==> src/rtl/aes_block_loader.sv <==
// aes_block_loader: byte-serial front end for the AES core.
// Bytes arrive over a valid/ready handshake and are assembled in a shadow
// buffer. Complete key frames (4*nk bytes) commit to Key. Complete message
// frames (16 bytes) commit to Message. If the output slot is still occupied
// when a frame completes, the loader holds it in PENDING until out_ready is
// seen high.
module aes_block_loader #(
    parameter int nk = 4
) (
    input  logic              clk,
    input  logic              rst_n,
    input  logic [7:0]        in_data,
    input  logic              in_sel,
    input  logic              in_valid,
    output logic              in_ready,
    output logic [0:127]      Message,
    output logic [0:32*nk-1]  Key,
    output logic              out_valid,
    input  logic              out_ready,
    output logic              key_loaded,
    output logic              err
);

    localparam int KW = 32 * nk;
    localparam int CW = $clog2(4 * nk);
    localparam logic [CW-1:0] MSG_LAST = CW'(15);
    localparam logic [CW-1:0] KEY_LAST = CW'(4 * nk - 1);

    typedef enum logic {
        FILL,
        PENDING
    } state_t;

    state_t          state;
    logic [CW-1:0]   count;
    logic            frame_key;
    logic [0:KW-1]   shadow;
    logic [0:KW-1]   shadow_next;
    logic            accept;
    logic            is_key;
    logic            last_byte;
    logic            slot_free;
    logic            consume;
    logic            do_commit;
    logic            commit_is_key;

    assign accept        = in_valid && in_ready && (state == FILL);
    assign is_key        = (count == '0) ? in_sel : frame_key;
    assign last_byte     = (count == (is_key ? KEY_LAST : MSG_LAST));
    assign slot_free     = !out_valid || out_ready;
    assign consume       = out_valid && out_ready;
    assign do_commit     = (accept && last_byte && slot_free) ||
                           ((state == PENDING) && out_ready);
    assign commit_is_key = (state == FILL) ? is_key : frame_key;

    // Shadow buffer with the byte being accepted this cycle already merged in,
    // so a frame can commit on the same edge that accepts its final byte.
    always_comb begin
        shadow_next = shadow;
        if (accept) begin
            shadow_next[{count, 3'b000} +: 8] = in_data;
        end
    end

    // Handshake FSM, byte counter, and commit of completed frames to the outputs.
    always_ff @(posedge clk or negedge rst_n) begin
        if (!rst_n) begin
            state      <= FILL;
            count      <= '0;
            frame_key  <= 1'b0;
            shadow     <= '0;
            in_ready   <= 1'b0;
            out_valid  <= 1'b0;
            key_loaded <= 1'b0;
            err        <= 1'b0;
            Message    <= '0;
            Key        <= '0;
        end else begin
            err    <= 1'b0;
            shadow <= shadow_next;
            if (consume) begin
                out_valid <= 1'b0;
            end
            if (do_commit) begin
                if (commit_is_key) begin
                    Key        <= shadow_next;
                    key_loaded <= 1'b1;
                    out_valid  <= 1'b0;
                end else if (key_loaded) begin
                    Message   <= shadow_next[0:127];
                    out_valid <= 1'b1;
                end else begin
                    err <= 1'b1;
                end
            end
            case (state)
                FILL: begin
                    in_ready <= 1'b1;
                    if (accept) begin
                        if (count == '0) begin
                            frame_key <= in_sel;
                        end
                        if (last_byte) begin
                            count <= '0;
                            if (!slot_free) begin
                                state    <= PENDING;
                                in_ready <= 1'b0;
                            end
                        end else begin
                            count <= count + 1'b1;
                        end
                    end
                end
                PENDING: begin
                    if (out_ready) begin
                        state    <= FILL;
                        in_ready <= 1'b1;
                    end
                end
                default: begin
                    state <= FILL;
                end
            endcase
        end
    end

endmodule

==> config.mk <==
export PLATFORM = sky130hd
export DESIGN_NAME = aes_block_loader
export DESIGN_NICKNAME = d
export VERILOG_FILES = /design/src/rtl/aes_block_loader.sv
export SDC_FILE = /design/constraint.sdc
export NUM_CORES = 1
export LEC_CHECK = 0
export ABC_AREA = 1
export CAP_MARGIN = 25
export CORE_AREA = 5 5 200 154
export CTS_BUF_LIST = sky130_fd_sc_hd__clkbuf_2 sky130_fd_sc_hd__clkbuf_4 sky130_fd_sc_hd__clkbuf_8
export DETAILED_ROUTE_END_ITERATION = 10
export DIE_AREA = 0 0 205 159
export GPL_TIMING_DRIVEN = 0
export PLACE_DENSITY = 0.84
export SYNTH_ARGS = -nofsm -noshare
export SYNTH_HDL_FRONTEND = slang
export SYNTH_SLANG_ARGS = --single-unit
==> constraint.sdc <==
create_clock -name clk -period 5.21 [get_ports clk]
set_input_delay 1.042 -clock clk [delete_from_list [all_inputs] [get_ports clk]]
set_output_delay 1.042 -clock clk [all_outputs]
set_load 0.05 [all_outputs]
Word level (Yosys, flattened, before mapping)
Index checks and enable logic that the tools add are counted.
- logic and storage cells: 54
- register bits after elaboration: 394
- bits of input ports: 13
- output and inout bits: 260
- add/sub/neg operators: 2
- bitwise logic cells: 3
- equality and inequality tests: 2
- shifts and indexed selects: 2
- muxes and demuxes: 22
- reductions and logical operators: 13
- operators with widths (operator ; number):
    129-bit by 9-bit variable shift with 128-bit output, first input constant ; 1
    129-bit by 9-bit indexed part select with 128-bit output ; 1
    128-bit bitwise mux ; 1
    128-bit two-way mux ; 1
    1-bit two-way mux ; 17
    8-bit negator with 9-bit output ; 1
    7-bit inverter with 8-bit output ; 1
    1-bit logical AND ; 6
    4-bit by 1-bit adder with 4-bit output, second input constant ; 1
    4-bit equality test, second input constant ; 1
    4-bit zero test ; 1
    4-bit two-way mux ; 1
    1-bit case mux with 2 select lines ; 2
    2-bit AND reduction ; 2
    3-bit AND reduction ; 1
    1-bit logical OR ; 2
    2-bit != test, second input constant ; 1
    1-bit inverter ; 2
    1-bit zero test ; 1

Logic depth before layout (Yosys ltp)
- word-level depth: 6
- gate-level depth with buffers: 12
- gate-level depth less buffers: 10

Worst setup path after synthesis
OpenSTA, ideal clock, no wires.
- kind: in2reg
- from: input port in_valid
- to: register Key[1] (netlist bit)
- cell stages on the path: 11
- path slack: 3.120 ns
- setup time: 0.119 ns
- path buffers: 2
- required time: 5.091 ns
- arrival: 1.971 ns
- cell sequence: nand2_1 -> nor2_1 -> nand2_1 -> nand2_1 -> nand2_2 -> inv_2 -> nand2_2 -> buf_2 -> buf_6 -> nand2_1 -> nand2_1
- longest elaborated chain between the ends: 6
- elaborated cells between the ends (all ways): 7
- classes of those cells: mux: 1; reduce/logical: 6
- ends and longest elaborated chain (what ; line ; source):
    start: declaration ; 14 ; input logic in_valid,
    1-bit logical AND * (2 in a row) ; 47 ; assign accept = in_valid && in_ready && (state == FILL);
    1-bit logical AND (2 in a row) ; 52 ; assign do_commit = (accept && last_byte && slot_free) ||
    1-bit logical OR ; 52 ;
    2-bit AND reduction (no source line) ; - ;
    end signal: assignment ; 86 ; Key <= shadow_next;
    end: declaration ; 17 ; output logic [0:32*nk-1] Key,
Mark *: on every way between the ends. The rest lies on a longest branch, timed or not.
A chain may end at the register's enable or synchronous reset.

Worst setup path in the final report
- from: register in_ready
- to: output port in_ready
- RTL lines (what ; line ; source):
    start: declaration ; 15 ; output logic in_ready,
    start signal: assignment ; 72 ; in_ready <= 1'b0;
    start signal: assignment ; 98 ; in_ready <= 1'b1;
    start signal: assignment ; 107 ; in_ready <= 1'b0;
No word-level cell between the ends.

==> impl_results.md <==
- CP max stage cell: clkdlybuf4s50_1
- GRT overflow: 0
- 1st-iter DRT viols: around 1,500
- Post-synthesis async set-or-reset flop share: 1.00
- DRT antenna net count: 0
- M2 GR Usage: 0.487
- Status: finished clean
- CTS max path bufs: 3
- Crit Path Class: reg -> out
- Synth warn: 0
- CP Capture Type: output pin
- Top delay family on crit path: buffers and inverters
- CTS H-tree lvls: 2
- Core ar.: 0.0286 mm2
- Vias per cell: 5.50
- Seq/Total Area, Yosys: 0.584
- Clock tree from TritonCTS: done
- FP Rows: 54
- Tcrit/Tclk final: 0.572
- Fraction of the mapped netlist area in compound gates: 0.0598
- DRC violation count after routing: 0
- CTS clk-pin slew, worst paths: roughly 60 ps
- IO buf count: 272
- Post-Synth XOR/XNOR Area: 0
- Commonest cells after routing, fill and taps aside: 802 x nand2_1, 394 x dfrtp_1, 271 x clkdlybuf4s50_1
- GRT Total Usage: 0.334
- Die Height: ~160 um
- Die X-Extent: just over 200 um
- Setup TNS: 0 ps
- Vias in the first global route: 14,700
- Die area: 0.0326 mm2
- Post-CTS Setup Repair Bufs: 0
- Fin. max-slew vios: 0
- Synth area leader: dfrtp_1
- Post-synth EDFFs: 0
- Max incr delay on CP: 870 ps
- Dominant cells by area after synthesis: dfrtp_1 58%, nand2_1 18%, nand3_1 7.7%, o21bai_1 5.7%, inv_1 3.2%
- Worst-Margin Slew: ~1100 ps
- Yosys reg bits: 394
- CP Cell Sequence: clkdlybuf4s50_1
- First-pass GRT wire length: 85,400 um
- Clock root cell: clkbuf_8
- Initial antenna violation count: 1
- RSZ-0062 raised after global routing: false
- Sink Count: 394
- Post-synth top area share: 0.584
- Pleak: 11.3 nW
- Reg2reg end: Key[22]
- Reg-to-reg startpoint: count[0]
- Commonest non-fill, non-tap cell in the layout: nand2_1
- GRT met1 Usage: 0.508
- Layout Nets: 2,288
- WP buf/inv: 1
- FMAX: approximately 340 MHz
- Crit path launch type: flip-flop
- Max VDD drop: 0.655 mV
- Routed wire length: ~54,000 um
- Worst Path Arrival: 1940 ps
- M3 GR Usage: 0.0825
- Crit path time final: 2980 ps
- Final hold vios: 0
- Hold Crit Class: in -> async
- TritonCTS Buffers: 57
- Multiplexer area fraction after synthesis: 0
- Synth Cell Area: approximately 0.017 mm2
- DR vias: 14,900
- Syn-to-layout area delta: 27.4%
- Synth unique cells: 24
- Syn Area/Cell: 8.76 um2
- Io pins: about 270
- Drt first pass iters: 8
- Final setup fails: 0
- Reg2Reg Depth: 11
- Max_slew headroom: 0.247
- Clock skew: 16.3 ps
- Clk_lat worst skew: 630 ps
- Net count after synthesis: between 1,500 and 2,000
- Area after DPL: 0.0202 mm2
- P per Cell Area: between 600 and 700 mW/mm2
- Final hold slack: 414 ps
- Worst Path Max Fanout: 4
- Top Usage Layer GRT: met1
- Design area: 0.0215 mm2
- Largest family of logic cells by synthesized area: simple AND/OR/NAND/NOR gates
- Share of layout cells above drive strength 1: 0.102
- Post-CTS sizing: 0
- Starting Density: 0.591
- Ys flop type: dfrtp_1
- # diodes: 0
- Final core utilization: 0.752
- Drt wl/cell: 20.1 um
- HPWL after DPL: 39,500 um
- CP Depth: 1
- CP required: 4170 ps
- Hold-fix buffers at CTS: 0
- Synth Area in Adders: 0.00445
- GPL Wtd Cong: 0.941
- Post-Synth Simple-Gate Area: 0.276
- R2R Setup Slk: 2250 ps
- Cells after Synth: approximately 1,900
- Max-Cap Viols: 0
- Largest net degree at the start of global routing: 115
==> registers in the layout, summed over array words and instances, names as in the netlist <==
name        cells
Key           128
Message       128
count           4
err             1
frame_key       1
in_ready        1
key_loaded      1
out_valid       1
shadow        128
state           1
==> synthesized netlist by cell type (2+ instances only) <==
cell type,n
nand3_1,260
ha_1,6
buf_1,5
clkbuf_1,12
inv_2,3
dfrtp_1,394
nand3_2,7
clkinv_1,4
inv_1,145
buf_2,58
nand2_1,802
nor2_2,7
nand2_2,2
buf_6,16
o21bai_1,128
o21ai_0,5
o22ai_1,3
nor2_1,26
buf_4,24
nor3_1,17
==> how the worst max path moves through the flow <==
stage,start,end,slack (ps)
floorplan,in_valid,Key[1],3120
global placement,rst_n,Key[98],-13560
detailed placement,in_data[0],Key[23],2040
CTS,in_ready,in_ready,2200
global route,count[0],Key[52],2050
finish,in_ready,in_ready,2230
==> layout make-up <==
type	instances	area [um2]
clock inverters	12	87.6
inverters	152	571
clock buffers	94	1180
fillers	2016	7080
repair buffers	282	2860
well taps	392	490
plain buffers	115	714
flip-flops and latches	394	9860
multi-input cells	1267	5740
==> logic make-up after synthesis <==
| family | after synthesis |
|---|---|
| compound gates | 137 |
| fa+ha+maj | 6 |
| buf+inv | 267 |
| flops | 394 |
| simple gates | 1124 |
==> per-layer routing <==
| layer | part of all wire | up-vias | wire length, um |
|---|---|---|---|
| met1 | 0.43 | 7258 | 23600 |
| li1 | - | 6736 | - |
| met3 | 0.11 | 104 | 5980 |
| met4 | 0.025 | 0 | 1390 |
| met5 | 0 | - | 0 |
| met2 | 0.43 | 802 | 23600 |
==> power by group <==
part	switching [mW]	internal, mW	total (mW)
Clock	1.22	1.48	2.70
Combinational	4.43	1.83	6.26
Sequential	0.498	3.99	4.49
Total	6.15	7.31	13.5
==> through the flow <==
stage / setup slack, ps / std cells / power [mW]
final: 2230 / 2708 / 13.5
after global routing: 2050 / 2708 / 14.1
after CTS: 2200 / 2708 / 13.4
after detailed placement: 2040 / 2602 / 10.7
after global placement: -13560 / 2592 / 10.6
after floorplan: 3120 / 1928 / 8.43
Note: power is estimated with default switching activity, not from simulation.
